===== config.mk =====
export PLATFORM = sky130hd
export DESIGN_NAME = gpio_port_n
export DESIGN_NICKNAME = d
export VERILOG_FILES = /design/src/rtl/gpio_pkg.sv /design/src/rtl/gpio_debounce_bit.sv /design/src/rtl/gpio_port_n.sv
export SDC_FILE = /design/constraint.sdc
export NUM_CORES = 1
export LEC_CHECK = 0
export BUFFER_PORTS_ARGS = -buffer_cell sky130_fd_sc_hd__buf_2
export CAP_MARGIN = 20
export CELL_PAD_IN_SITES_DETAIL_PLACEMENT = 1
export CELL_PAD_IN_SITES_GLOBAL_PLACEMENT = 1
export CORE_AREA = 2 2 174 176
export CTS_CLUSTER_DIAMETER = 100
export DETAILED_ROUTE_END_ITERATION = 12
export DIE_AREA = 0 0 176 178
export PLACE_DENSITY_LB_ADDON = 0.1
export SLEW_MARGIN = 20
export SYNTH_ARGS = -nofsm -noshare
export SYNTH_HDL_FRONTEND = slang
export SYNTH_SLANG_ARGS = --single-unit

===== constraint.sdc =====
create_clock -name clk -period 2.37 [get_ports clk]
set_input_delay 0.237 -clock clk [delete_from_list [all_inputs] [get_ports clk]]
set_output_delay 0.237 -clock clk [all_outputs]
set_load 0.01 [all_outputs]

===== src/rtl/gpio_pkg.sv =====
// gpio_pkg: register-map offsets and byte-enable helpers shared by the GPIO slave.
package gpio_pkg;

  localparam logic [2:0] GPIO_OUT     = 3'd0;
  localparam logic [2:0] GPIO_SET     = 3'd1;
  localparam logic [2:0] GPIO_CLR     = 3'd2;
  localparam logic [2:0] GPIO_DIR     = 3'd3;
  localparam logic [2:0] GPIO_IN      = 3'd4;
  localparam logic [2:0] GPIO_EDGE    = 3'd5;
  localparam logic [2:0] GPIO_RISE_EN = 3'd6;
  localparam logic [2:0] GPIO_FALL_EN = 3'd7;

  localparam int GPIO_WINDOW_BYTES = 32;

  function automatic logic [31:0] wmask_bits(input logic [3:0] wmask);
    logic [31:0] bits;
    for (int k = 0; k < 4; k++) bits[8*k +: 8] = {8{wmask[k]}};
    return bits;
  endfunction

  function automatic logic [31:0] apply_wmask(input logic [31:0] old_val,
                                               input logic [31:0] new_val,
                                               input logic [3:0]  wmask);
    logic [31:0] bits;
    bits = wmask_bits(wmask);
    return (old_val & ~bits) | (new_val & bits);
  endfunction

endpackage


===== src/rtl/gpio_debounce_bit.sv =====
// gpio_debounce_bit: one-bit stability filter, only present when GPIO_DEBOUNCE_EN is defined.
// The output follows the input once it has disagreed for DEB_CYCLES consecutive clocks.
`ifdef GPIO_DEBOUNCE_EN
module gpio_debounce_bit #(
  parameter int DEB_CYCLES = 16
) (
  input  logic clk,
  input  logic rst_n,
  input  logic i_sync,
  output logic o_filt
);

  localparam int CW = (DEB_CYCLES < 1) ? 1 : $clog2(DEB_CYCLES + 1);
  localparam logic [CW-1:0] LAST = CW'(DEB_CYCLES - 1);

  logic [CW-1:0] r_cnt;
  logic          r_filt;

  // Any cycle where the input agrees with the filtered value restarts the count.
  always_ff @(posedge clk or negedge rst_n) begin
    if (!rst_n) begin
      r_cnt  <= '0;
      r_filt <= 1'b0;
    end else if (i_sync == r_filt) begin
      r_cnt <= '0;
    end else if (r_cnt == LAST) begin
      r_filt <= i_sync;
      r_cnt  <= '0;
    end else begin
      r_cnt <= r_cnt + CW'(1);
    end
  end

  assign o_filt = r_filt;

endmodule
`endif


===== src/rtl/gpio_port_n.sv =====
// gpio_port_n: bus-slave GPIO with per-bit direction, set/clear, synced inputs and edge irq.
// Define GPIO_DEBOUNCE_EN to insert a DEB_CYCLES stability filter after the synchroniser.
module gpio_port_n
  import gpio_pkg::*;
#(
  parameter int          WIDTH      = 32,
  parameter logic [31:0] BASE_ADDR  = 32'h8000_0000,
  parameter int          DEB_CYCLES = 16
) (
  input  logic             clk,
  input  logic             rst_n,
  input  logic [31:0]      addr,
  input  logic [31:0]      wdata,
  input  logic [3:0]       wmask,
  input  logic             ren,
  input  logic             wen,
  output logic [31:0]      rdata,
  output logic             ready,
  output logic             active,
  input  logic [WIDTH-1:0] io_in,
  output logic [WIDTH-1:0] io_out,
  output logic [WIDTH-1:0] io_oe,
  output logic             irq
);

  logic [WIDTH-1:0] r_out, r_dir, r_edge, r_riseEn, r_fallEn;
  logic [WIDTH-1:0] r_sync1, r_sync2, r_prev;
  logic [31:0]      r_rdata;
  logic             r_ready, r_irq;

  logic             w_active, w_wr, w_rd;
  logic [2:0]       w_off;
  logic [31:0]      w_wdBits, w_merged, w_rdNext;
  logic [WIDTH-1:0] w_filt, w_rise, w_fall, w_w1c;
  logic [WIDTH-1:0] w_outNext, w_dirNext, w_riseNext, w_fallNext;

  // 33-bit compare so a window at the top of the address space cannot wrap.
  assign w_active = ({1'b0, addr} >= {1'b0, BASE_ADDR}) &&
                    ({1'b0, addr} <  ({1'b0, BASE_ADDR} + 33'(GPIO_WINDOW_BYTES)));
  assign w_off    = addr[4:2];
  assign w_wr     = wen & w_active;
  assign w_rd     = ren & w_active;
  assign w_wdBits = wdata & wmask_bits(wmask);

`ifdef GPIO_DEBOUNCE_EN
  for (genvar g = 0; g < WIDTH; g++) begin : g_deb
    gpio_debounce_bit #(.DEB_CYCLES(DEB_CYCLES)) u_deb (
      .clk    (clk),
      .rst_n  (rst_n),
      .i_sync (r_sync2[g]),
      .o_filt (w_filt[g])
    );
  end
`else
  assign w_filt = r_sync2;
`endif

  assign w_rise = w_filt & ~r_prev & r_riseEn;
  assign w_fall = ~w_filt & r_prev & r_fallEn;

  always_comb begin
    w_merged   = '0;
    w_outNext  = r_out;
    w_dirNext  = r_dir;
    w_riseNext = r_riseEn;
    w_fallNext = r_fallEn;
    w_w1c      = '0;
    if (w_wr) begin
      case (w_off)
        GPIO_OUT: begin
          w_merged  = apply_wmask(32'(r_out), wdata, wmask);
          w_outNext = w_merged[WIDTH-1:0];
        end
        GPIO_SET: w_outNext = r_out | w_wdBits[WIDTH-1:0];
        GPIO_CLR: w_outNext = r_out & ~w_wdBits[WIDTH-1:0];
        GPIO_DIR: begin
          w_merged  = apply_wmask(32'(r_dir), wdata, wmask);
          w_dirNext = w_merged[WIDTH-1:0];
        end
        GPIO_EDGE: w_w1c = w_wdBits[WIDTH-1:0];
        GPIO_RISE_EN: begin
          w_merged   = apply_wmask(32'(r_riseEn), wdata, wmask);
          w_riseNext = w_merged[WIDTH-1:0];
        end
        GPIO_FALL_EN: begin
          w_merged   = apply_wmask(32'(r_fallEn), wdata, wmask);
          w_fallNext = w_merged[WIDTH-1:0];
        end
        default: ;
      endcase
    end
  end

  always_comb begin
    w_rdNext = '0;
    case (w_off)
      GPIO_OUT:     w_rdNext = 32'(r_out);
      GPIO_DIR:     w_rdNext = 32'(r_dir);
      GPIO_IN:      w_rdNext = 32'(w_filt);
      GPIO_EDGE:    w_rdNext = 32'(r_edge);
      GPIO_RISE_EN: w_rdNext = 32'(r_riseEn);
      GPIO_FALL_EN: w_rdNext = 32'(r_fallEn);
      default:      w_rdNext = '0;
    endcase
  end

  // Edge capture ORs in after the clear so a same-cycle hardware edge survives a W1C.
  always_ff @(posedge clk or negedge rst_n) begin
    if (!rst_n) begin
      r_out    <= '0;
      r_dir    <= '0;
      r_edge   <= '0;
      r_riseEn <= '0;
      r_fallEn <= '0;
      r_sync1  <= '0;
      r_sync2  <= '0;
      r_prev   <= '0;
      r_rdata  <= '0;
      r_ready  <= 1'b0;
      r_irq    <= 1'b0;
    end else begin
      r_out    <= w_outNext;
      r_dir    <= w_dirNext;
      r_riseEn <= w_riseNext;
      r_fallEn <= w_fallNext;
      r_edge   <= (r_edge & ~w_w1c) | w_rise | w_fall;
      r_sync1  <= io_in;
      r_sync2  <= r_sync1;
      r_prev   <= w_filt;
      r_rdata  <= w_rd ? w_rdNext : 32'h0;
      r_ready  <= (ren | wen) & w_active;
      r_irq    <= |r_edge;
    end
  end

  assign active = w_active;
  assign rdata  = r_rdata;
  assign ready  = r_ready;
  assign io_out = r_out;
  assign io_oe  = r_dir;
  assign irq    = r_irq;

endmodule

==> results.yml, run 1 <==
timing:
  tightest_slew_ns: 0.667
  finalHoldViolCount: 0
  period_needed_ns: 1.85
  fin_crit_sh_pct: 77.9
  slew_viol_final: 0
  fin_tns_setup_ns: 0
  slew-limit-headroom_pct: 55.1
  setup-violations-final: 0
  max_freq_mhz: 542
  clock_skew_ns: 0.00894
  rsz0062_at_grt: "no"
clock_network:
  cts_sinks: 290
  htree_levels: 2
  worstSkewPairLatency_ns: 0.52
  cts_buffers: 34
  cts.repair.resized: 0
  cts_tree: "yes"
  cts-root-buf: "clkbuf_16"
  post-cts-setup-buffer-count: 0
  clkTransAtPathRegs_ns: 0.05
  cts_buffer_depth: 3
drt:
  drc: 0
  routed-via-count: 9043
  drtIter0Drc: 588
  first_pass_iters: 5
  wl_um: 37100
  routed_via_density: 5.76
  ant_nets: 0
  wire_per_inst_um: 23.7
grt:
  grt.total_usage_pct: 24.0
  antenna_found_initial: 2
  grt_pass1_wl_um: 57200
  grt_max_degree: 67
  grt_pass1_vias: 9498
  overflow: 0
hold_path:
  hp-class: "input pin to flip-flop"
  hold_path_depth: 2
  holdCritStartpoint: "wdata[10]"
synth:
  syn_area_um2: 11700
  netlist-cell-type-count: 35
  syn_nets: 996
  async_reset_ff_share_pct: 100
  synth-seq-cells: 290
  seq_area_frac_synth_pct: 62.2
  synth_enable_flop_cells: 0
  synth_warnings: 0
  ys.flop_type: "dfrtp_1"
  syn_avg_cell_area_um2: 13.1
  postSynthCellCount: 892
die:
  start_util_pct: 39.7
  fp.dieArea_um2: 31300
  fp.dieH_um: 178
  fp-row-count: 63
  die_w_um: 176
  core_um2: 29400
  io_pins: 203
power_and_ir_drop:
  powerDensity_nw_per_um2: 743
  p_seq_share_pct: 45.4
  comb_power_share_pct: 4.9
  netSwitchingPower_mw: 2.45
  internal_power_mw: 8.76
  leakage_nw: 6.75
  swShare_pct: 21.9
  p_clk_share_pct: 49.7
  max-vdd-ir-drop_v: 0.000598
cells_and_area:
  final_common_cell: "dfrtp_1"
  layout_common_cells: "dfrtp_1 (290), buf_2 (199), a22oi_1 (96), mux2_2 (96), nand2_1 (71)"
  fin_area_um2: 15100
  area_growth_pct: 29.2
  nNetsFinal: 1260
  drive_above_1_share_pct: 36.2
  n_antenna_cell: 0
setup_path:
  endpoint_kind: "output port"
  required_ns: 2.13
  r2r-end: "irq"
  reg2reg_depth: 3
  r2r_setup_slack_ns: 0.58
  startpoint_type: "input pin"
  cp.arrival_ns: 1.61
  worst-path-max-fanout: 40
  path_class: "input pin to output port"
  r2r_start: "r_edge[13]"
placed_design:
  place_congestion: 0.761
  port_buffers: 200
  post_dp_cell_area_um2: 13500
  place_hpwl_um: 24000
flow_run:
  cap_viol_max_count: 0
outcome:
  status: "completed"
what timing repair did:
item	CTS	global route
hold buffers	34	0
endpoints found under the hold margin	72	0
endpoints found under the setup margin	0	0
routing by layer:
layer	vias up	track usage [%]	part of all wire (%)
li1	3997	-	-
met1	4731	32.8	45
met2	260	40.0	49
met3	51	4.37	5.1
met4	4	5.99	1.7
met5	-	0	0.070
through the flow:
step           power [mW]  util [%]  hold slack, ns  setup WS (ns)  cells
2_1_floorplan        5.33         -         -0.0586          0.263    892
3_3_place_gp         5.68      46.1           0.160         0.0652   1476
3_5_place_dp         5.69      46.1           0.166         0.0133   1476
6_report             11.2      51.3          0.0295          0.524   1569
4_1_cts              11.3      51.3          0.0117          0.507   1569
5_1_grt              11.6      51.3          0.0229          0.386   1569
cell families after synthesis:
| group | count (synthesis) | synth area share [%] |
|---|---|---|
| AOI/OAI and AO/OA | 290 | 17.9 |
| xor gates and xnor gates | 1 | 0.0751 |
| buffers and inverters | 64 | 2.21 |
| DFF | 290 | 62.2 |
| muxes | 96 | 9.26 |
| and+or+nand+nor | 151 | 8.33 |
Yosys cell counts (all sizes together) (3+ instances only):
| master | n | area, um^2 |
|---|---|---|
| a31oi | 32 | 200 |
| mux2 | 96 | 1080 |
| o41ai | 32 | 280 |
| dfrtp | 290 | 7260 |
| nor4 | 25 | 310 |
| clkbuf | 54 | 203 |
| nand3b | 32 | 240 |
| a22oi | 96 | 721 |
| o21ai | 33 | 165 |
| nor2 | 3 | 11.3 |
| buf | 10 | 55.1 |
| nand4 | 4 | 31.3 |
| or2 | 3 | 18.8 |
| nand2 | 71 | 267 |
| o211ai | 32 | 240 |
| o31ai | 64 | 480 |
worst max path at each step:
stage | from | slack, ns | end | cells past startpoint
after global placement | addr[29] | 0.07 | io_out[10] | 8
after detailed placement | addr[14] | 0.01 | io_out[15] | 8
after global routing | addr[14] | 0.39 | io_out[19] | 8
after CTS | addr[14] | 0.51 | active | 7
after floorplan | addr[30] | 0.26 | flip-flop | 5
final | addr[14] | 0.52 | active | 7
power groups by stage:
stage / clock network, mW / logic, mW / registers, mW
global placement: 0 / 0.507 / 5.17
floorplan: 0 / 0.167 / 5.16
detailed placement: 0 / 0.514 / 5.18
global route: 5.89 / 0.605 / 5.10
finish: 5.56 / 0.551 / 5.09
CTS: 5.69 / 0.560 / 5.09
area by class of cell:
class | instances | area (um^2)
Clock inverter | 9 | 170
Tap cell | 390 | 488
Sequential cell | 290 | 7260
Timing Repair Buffer | 292 | 1950
Multi-Input combinational cell | 538 | 4190
Clock buffer | 50 | 1020
Fill cell | 3032 | 14300
worst max-delay path, stage by stage:
cell	delay, ns
buf_2	0.10
nor4_1	0.37
buf_4	0.19
nand4_4	0.11
buf_12	0.23
nor2_1	0.17
buf_2	0.18
Power figures use the tool's default switching activity.
==> inputs of run 2 (changes only) <==
- clock period: 2.37 -> 1.9 ns (I/O delays scaled with it)
==> run 2 against run 1 <==
Compared with the run above:
- first-iteration DRC count up 6.6%
- largest power group unchanged
- setup slack lost 0.42 ns
- final area is 3.2% higher
- die area did not move
- critical endpoint unchanged
- worst hold slack got worse by 0.016 ns
- non-clock buffer count increased by 51
==> results.yml, run 2 (synthesis gave the netlist of run 1 again) <==
power_and_ir_drop:
  powerDensity_nw_per_um2: 878
  finalPower_mw: 13.7
  leakage_nw: 6.97
  max-vdd-ir-drop_v: 0.000628
drt:
  first_pass_iters: 5
  drtIter0Drc: 627
  ant_nets: 0
  drc: 0
  wl_um: 38400
  wire_per_inst_um: 23.7
  routed-via-count: 9279
  routed_via_density: 5.72
timing:
  fin_tns_setup_ns: 0
  slew-limit-headroom_pct: 65.9
  tightest_slew_ns: 0.507
  setup-violations-final: 0
  finalWorstSetupSlack_ns: 0.107
  hold_ws_ns: 0.0138
  fin_crit_sh_pct: 94.3
  period_needed_ns: 1.79
  clock_skew_ns: 0.0108
  max_freq_mhz: 558
  slew_viol_final: 0
  rsz0062_at_grt: "no"
  finalHoldViolCount: 0
clock_network:
  cts_sinks: 290
  cts.repair.resized: 0
  cts_hold_buf: 60
  cts_buffers: 34
  cts-root-buf: "clkbuf_16"
  post-cts-setup-buffer-count: 0
  cts_tree: "yes"
  cts_buffer_depth: 3
  htree_levels: 2
  clkTransAtPathRegs_ns: 0.06
  worstSkewPairLatency_ns: 0.51
cells_and_area:
  drive_above_1_share_pct: 36.7
  instances_no_fill: 1622
  nNetsFinal: 1311
  final_util_pct: 52.9
  layout_common_cells: "dfrtp_1 (290), buf_2 (199), a22oi_1 (96), mux2_2 (96), nand2_1 (71)"
  area_growth_pct: 33.4
  fin_area_um2: 15600
  final_common_cell: "dfrtp_1"
setup_path:
  r2r_start: "r_edge[4]"
  required_ns: 1.71
  crit_start: "addr[5]"
  startpoint_type: "input pin"
  endpoint_kind: "output port"
  path_class: "input pin to output port"
  worst-path-max-fanout: 13
  cp.arrival_ns: 1.60
placed_design:
  place_hpwl_um: 25000
  preCtsSetupSlack_ns: -0.265
  dpl.cell_count: 1500
  port_buffers: 200
  place_congestion: 0.777
  post_dp_cell_area_um2: 13800
die:
  fp.dieH_um: 178
  fp.dieArea_um2: 31300
  fp-row-count: 63
  io_pins: 203
  start_util_pct: 39.7
  die_w_um: 176
  core_um2: 29400
grt:
  antenna_found_initial: 2
  grt_pass1_vias: 10000
  overflow: 0
  grt_pass1_wl_um: 59800
  grt.total_usage_pct: 24.9
  grt_max_degree: 72
outcome:
  status: "completed"
flow_run:
  cap_viol_max_count: 0
hold_path:
  holdCritStartpoint: "wdata[23]"
  hp-class: "input pin to flip-flop"
## run 2: cell count changes in the layout (fill, tap and decap cells not counted), sizes merged
cell,previous run,this run
bufinv,5,2
diode,0,2
dlygate4sd3,34,61
clkbuf,50,55
buf,258,282
clkinv,4,2
## run 2: routing by layer
layer,wire length (um),part of all wire (%),GRT usage (%),up-vias
met3,1720,4.5,3.62,59
met5,0,0,0,-
met1,17100,45,34.5,4840
met2,18800,49,41.6,278
li1,-,-,-,4102
met4,743,1.9,6.03,0
## run 2: area by class of cell
| class | instances | area (um^2) |
|---|---|---|
| Sequential cell | 290 | 7260 |
| Timing Repair Buffer | 343 | 2470 |
| Fill cell | 3021 | 13800 |
| Clock inverter | 4 | 70.1 |
| Tap cell | 390 | 488 |
| Clock buffer | 55 | 1040 |
| Antenna cell | 2 | 5.00 |
| Multi-Input combinational cell | 538 | 4230 |
## run 2: critical path: stages
cell	delay (ns)
buf_2	0.10
nor4_2	0.38
nand4_4	0.17
buf_12	0.19
buf_4	0.19
nor2_1	0.11
buf_4	0.13
buf_2	0.13
## run 2: final timing paths
path                       slack [ns]  cells past startpoint                          to
setup reg to reg                 0.16                      4                         irq
setup / recovery                 0.11                      8                      active
hold / removal                   0.01                      2                   flip-flop
min in group asynchronous        0.20                      2                   r_prev[3]
max in group asynchronous        0.97                      3  asynchronous set/reset pin
hold reg to reg                  0.35                      0                 r_sync2[11]
## run 2: power breakdown
part           internal (mW)  total, mW  switching, mW
clock network           4.02       6.52           2.51
registers               6.28       6.35         0.0699
logic                  0.305      0.785          0.479
